--- src/rtl/clock_divider_bank.sv ---
`default_nettype none
// ============================================================================
// clock_divider_bank : NCH glitch-free programmable dividers (tick + square)
// Revision: 1.0
// ============================================================================
module clock_divider_bank #(
  parameter int FREQ_IN  = 100,
  parameter int FREQ_OUT = 20,
  parameter int W        = 3,
  parameter int NCH      = 2,
  localparam int CW      = (NCH > 1) ? $clog2(NCH) : 1
) (
  input  logic            clk_in,
  input  logic            rst,
  input  logic [NCH-1:0]  ch_en,
  input  logic            cfg_valid,
  input  logic [CW-1:0]   cfg_sel,
  input  logic [W-1:0]    cfg_div,
  output logic            cfg_ready,
  output logic [NCH-1:0]  tick,
  output logic [NCH-1:0]  clk_out
);

  localparam int DEFAULT_DIV = FREQ_IN / FREQ_OUT;
  localparam logic [W-1:0] C_DEFAULT_DIV = W'(DEFAULT_DIV);

  if (DEFAULT_DIV > (2**W) - 1) begin : g_bad_default_div
    $error("clock_divider_bank: DEFAULT_DIV does not fit in W bits");
  end

  logic [NCH-1:0] pend_vec;
  logic           sel_pend;

  // Out-of-range selects see no pending flag, so they are always ready.
  always_comb begin
    sel_pend = 1'b0;
    for (int i = 0; i < NCH; i++) begin
      if (cfg_sel == CW'(i)) sel_pend = pend_vec[i];
    end
    cfg_ready = !rst && !sel_pend;
  end

  for (genvar ch = 0; ch < NCH; ch++) begin : g_ch
    logic [W-1:0] cnt_q, cnt_d;
    logic [W-1:0] cur_div_q, cur_div_d;
    logic [W-1:0] pend_div_q, pend_div_d;
    logic         pend_q, pend_d;
    logic         tick_q, tick_d;
    logic         clk_out_q, clk_out_d;
    logic         active;
    logic         at_last;
    logic         accept;
    logic         apply;
    logic [W:0]   half_hi;

    assign active  = ch_en[ch] && (cur_div_q != '0);
    assign at_last = (cnt_q == (cur_div_q - W'(1)));
    assign accept  = cfg_valid && cfg_ready && (cfg_sel == CW'(ch));
    // A divisor change lands only on a period boundary or while idle.
    assign apply   = pend_q && (!active || at_last);
    assign half_hi = ({1'b0, cur_div_q} + (W+1)'(1)) >> 1;

    always_comb begin
      tick_d     = active && (cnt_q == '0);
      clk_out_d  = active && ({1'b0, cnt_q} < half_hi);
      cur_div_d  = cur_div_q;
      pend_d     = pend_q;
      pend_div_d = pend_div_q;
      if (apply || !active || at_last) begin
        cnt_d = '0;
      end else begin
        cnt_d = cnt_q + W'(1);
      end
      if (apply) begin
        cur_div_d = pend_div_q;
        pend_d    = 1'b0;
      end else if (accept) begin
        pend_d     = 1'b1;
        pend_div_d = cfg_div;
      end
    end

    always_ff @(posedge clk_in) begin
      if (rst) begin
        cnt_q      <= '0;
        cur_div_q  <= C_DEFAULT_DIV;
        pend_q     <= 1'b0;
        pend_div_q <= '0;
        tick_q     <= 1'b0;
        clk_out_q  <= 1'b0;
      end else begin
        cnt_q      <= cnt_d;
        cur_div_q  <= cur_div_d;
        pend_q     <= pend_d;
        pend_div_q <= pend_div_d;
        tick_q     <= tick_d;
        clk_out_q  <= clk_out_d;
      end
    end

    assign pend_vec[ch] = pend_q;
    assign tick[ch]     = tick_q;
    assign clk_out[ch]  = clk_out_q;
  end

endmodule
`default_nettype wire

--- config.mk ---
export PLATFORM = sky130hd
export DESIGN_NAME = clock_divider_bank
export DESIGN_NICKNAME = d
export VERILOG_FILES = /design/src/rtl/clock_divider_bank.sv
export SDC_FILE = /design/constraint.sdc
export NUM_CORES = 1
export LEC_CHECK = 0
export CORE_ASPECT_RATIO = 0.7
export CORE_UTILIZATION = 55
export CTS_BUF_LIST = sky130_fd_sc_hd__clkbuf_8
export CTS_CLUSTER_DIAMETER = 60
export DETAILED_ROUTE_END_ITERATION = 16
export PLACE_DENSITY = 0.77
export SLEW_MARGIN = 20
export SYNTH_ARGS = -nofsm -noshare
export SYNTH_HDL_FRONTEND = slang
export SYNTH_SLANG_ARGS = --single-unit
--- constraint.sdc ---
create_clock -name clk_in -period 2.3 [get_ports clk_in]
set_input_delay 0.23 -clock clk_in [delete_from_list [all_inputs] [get_ports clk_in]]
set_output_delay 0.23 -clock clk_in [all_outputs]
set_load 0.02 [all_outputs]
==> summary.md <==
| Metric | Value |
|---|---|
| Status | `finished clean` |
| Ys flop type | `dfxtp_1` |
| Global-route wire length before repair | `between 4 and 5 mm` |
| IO buf count | `13` |
| Die X | `approximately 64 um` |
| Vias after detailed routing | `approximately 1100` |
| Post-Syn Instances | `around 150` |
| Core Area | `approximately 2500 um2` |
| DRC | `0` |
| Die area | `~2900 um2` |
| Static Leak | `between 0.7 and 0.8 nW` |
| Hold slack | `about 0.5 ns` |
| Worst Hold Class | `reg2reg` |
| Row count | `15` |
| Clk sinks | `24` |
| Syn Area/Cell | `between 9 and 10 um2` |
| Vias per cell | `between 5 and 6` |
| Placed Instance Area | `approximately 1600 um2` |
| Post-Place Worst Slack | `0.378 ns` |
| Worst endpoint required time | `2.47 ns` |
| # setup viols final | `0` |
| Placed instance count | `roughly 190` |
| R2r setup slk | `roughly 0.32 ns` |
| Cell taking the most area after synthesis | `dfxtp_1` |
| Hold_buf cts | `0` |
| Die height | `45.2 um` |
| VDD IR max | `approximately 0.52 mV` |
| Async SR Flop Fraction | `0` |
| I/O pin cnt | `14` |
| Starting Density | `0.587` |
| Initial antenna violation count | `0` |
| Worst Path Arrival | `about 2.1 ns` |
| FF+latch count, synth | `24` |
| Share of cells above drive strength 1 | `0.0552` |
| Post-CTS Setup Repair Bufs | `0` |
| Clk buf depth | `2` |
| Worst slew margin | `0.546` |
| Crit end category | `flip-flop` |
| Syn Nets | `about 180` |
| Post-Route Skew | `0.00432 ns` |
| Fin crit period | `1.98 ns` |
| Post-route worst setup slack | `around 0.32 ns` |
| Gp weighted congestion | `just under 0.9` |
| Startpoint Class | `flip-flop` |
| Post-route insts no fill | `197` |
| Share of the synthesized area in the top cell type | `0.328` |
| Cell Area, Synth | `1470 um2` |
| 1st-iter DRT viols | `82` |
| TNS Setup | `0 ns` |
| Ys Warns | `0` |
| Endpoints failing hold | `0` |
| Total wire length | `roughly 2.8 mm` |
| Avg WL per Cell | `between 10 and 15 um` |
| Max Transition Viols Final | `0` |
| Cell Pwr Density | `approximately 640 nW/um2` |
| Diode count | `0` |
| Max-Cap Viols | `0` |
| Number of global-route vias before repair | `between 1000 and 1500` |
| Final Net Count | `roughly 190` |
| H-tree levels | `1` |
| Number of flops mapped to enable cells by yosys | `0` |
| Worst-Skew Late Latency | `roughly 0.27 ns` |
| RSZ-0062 raised after global routing | `no` |
| Worst-path clk slew | `about 0.080 ns` |
| Clock tree from TritonCTS | `built` |
| DRT Pass-1 Iters | `4` |
| Total power | `~1.1 mW` |
| Fin util | `0.665` |
| Post_cts resized | `0` |
| Synth top area cells | `dfxtp_1 33%, ha_1 12%, xnor2_1 6.0%` |
| TritonCTS Buffers | `3` |
| Crit share post-route | `0.859` |
| Clk root buf | `clkbuf_8` |
| Worst-Margin Slew | `between 0.6 and 0.7 ns` |
| Distinct cells, synth | `31` |
| GRT Util Overall | `0.223` |
| Detail Route Antenna Nets | `0` |
| DP Wirelength | `2.18 mm` |
| Max FO, Critical Path | `5` |
| Critical setup path kind | `reg2reg` |
| Largest net degree at the start of global routing | `17` |
| Gr ovfl total | `0` |
| Finished layout cell area | `1660 um2` |
| Sequential share of the synthesized area | `0.328` |
| Fmax | `slightly above 0.5 GHz` |
| Layout area overhead | `13.3%` |
synthesized netlist by cell type (3+ instances only):
| cell type | number |
|---|---|
| a211oi_1 | 3 |
| buf_4 | 4 |
| dfxtp_1 | 24 |
| ha_1 | 14 |
| inv_1 | 13 |
| mux2i_1 | 6 |
| nand2_1 | 6 |
| nand2b_1 | 10 |
| nand3_1 | 4 |
| nor2_1 | 16 |
| nor2b_1 | 3 |
| nor3b_1 | 3 |
| xnor2_1 | 10 |
| xor2_1 | 4 |
kinds of logic (layout without fill, tap and decap cells):
group | count (synthesis) | count (layout) | share of synthesized area
adder cells (fa/ha/maj) | 14 | 14 | 0.120
AO/OA/AOI/OAI | 27 | 27 | 0.169
XOR/XNOR | 16 | 16 | 0.116
flip-flops | 24 | 24 | 0.328
AND/OR/NAND/NOR | 45 | 45 | 0.155
buffers and inverters | 20 | 31 | 0.0717
multiplexers | 6 | 6 | 0.0410
power by group:
part | leakage [nW] | switching [mW] | internal [mW]
Combinational | 0.469 | 0.112 | 0.107
Sequential | 0.197 | 0.0314 | 0.440
Clock | 0.0357 | 0.133 | 0.233
critical path: stages, from the launching register on:
cell and delay (ns):
dfxtp_1 0.45, inv_1 0.12, ha_1 0.37, xnor2_1 0.20
nor4_1 0.42, a32oi_1 0.10, o211a_1 0.22
per-layer routing:
metal | wire length (um) | GRT usage | up-vias
li1 | - | - | 545
met1 | 1470 | 0.329 | 493
met2 | 1180 | 0.323 | 23
met3 | 101 | 0.0581 | 6
met4 | 23 | 0.0500 | 0
met5 | 0 | 0 | -
placed cells by master (no fill, tap or decap):
master | synthesis | layout
clkdlybuf4s50_1 | 0 | 13
nor2b_1 | 3 | 3
xor2_1 | 4 | 4
a22oi_1 | 2 | 2
xor3_1 | 2 | 2
ha_1 | 14 | 14
inv_1 | 13 | 13
o211a_1 | 2 | 2
nand3b_1 | 1 | 1
o221ai_1 | 2 | 2
nand2_1 | 6 | 6
nand2b_1 | 10 | 10
nor2_1 | 16 | 16
buf_4 | 4 | 1
nor3b_1 | 3 | 3
o21ai_2 | 2 | 2
a32o_1 | 2 | 2
a21o_1 | 2 | 2
xnor2_1 | 10 | 10
mux2i_1 | 6 | 6
o311ai_4 | 2 | 2
nand3_1 | 4 | 4
a21oi_1 | 2 | 2
a211oi_1 | 3 | 3
nor4_1 | 2 | 2
a31oi_1 | 2 | 2
clkbuf_8 | 0 | 3
bufinv_16 | 0 | 1
dfxtp_1 | 24 | 24
a32oi_1 | 2 | 2
o22ai_1 | 2 | 2
o21bai_1 | 2 | 2
flip-flops by register name (all words and copies together) (netlist names):
signal / count
g_ch.pend_q: 2
g_ch.pend_div_q: 6
g_ch.cur_div_q: 6
g_ch.cnt_q: 6
g_ch.clk_out_q: 2
g_ch.tick_q: 2
layout make-up:
type	instances	area [um2]
multi-input cells	108	880
fillers	201	836
flip-flops and latches	24	480
repair buffers	14	138
inverters	13	48.8
well taps	34	42.5
clock buffers	3	41.3
clock inverters	1	30.0
worst paths after layout:
path                                             from                    end  depth (start not counted)
worst max-delay path             g_ch[0].cur_div_q[0]   g_ch[0].cur_div_q[2]                          6
worst min register to register  g_ch[0].pend_div_q[1]  g_ch[0].pend_div_q[1]                          2
worst min-delay path            g_ch[0].pend_div_q[1]  g_ch[0].pend_div_q[1]                          2
worst max register to register   g_ch[0].cur_div_q[0]   g_ch[0].cur_div_q[2]                          6
Power figures use the tool's default switching activity.
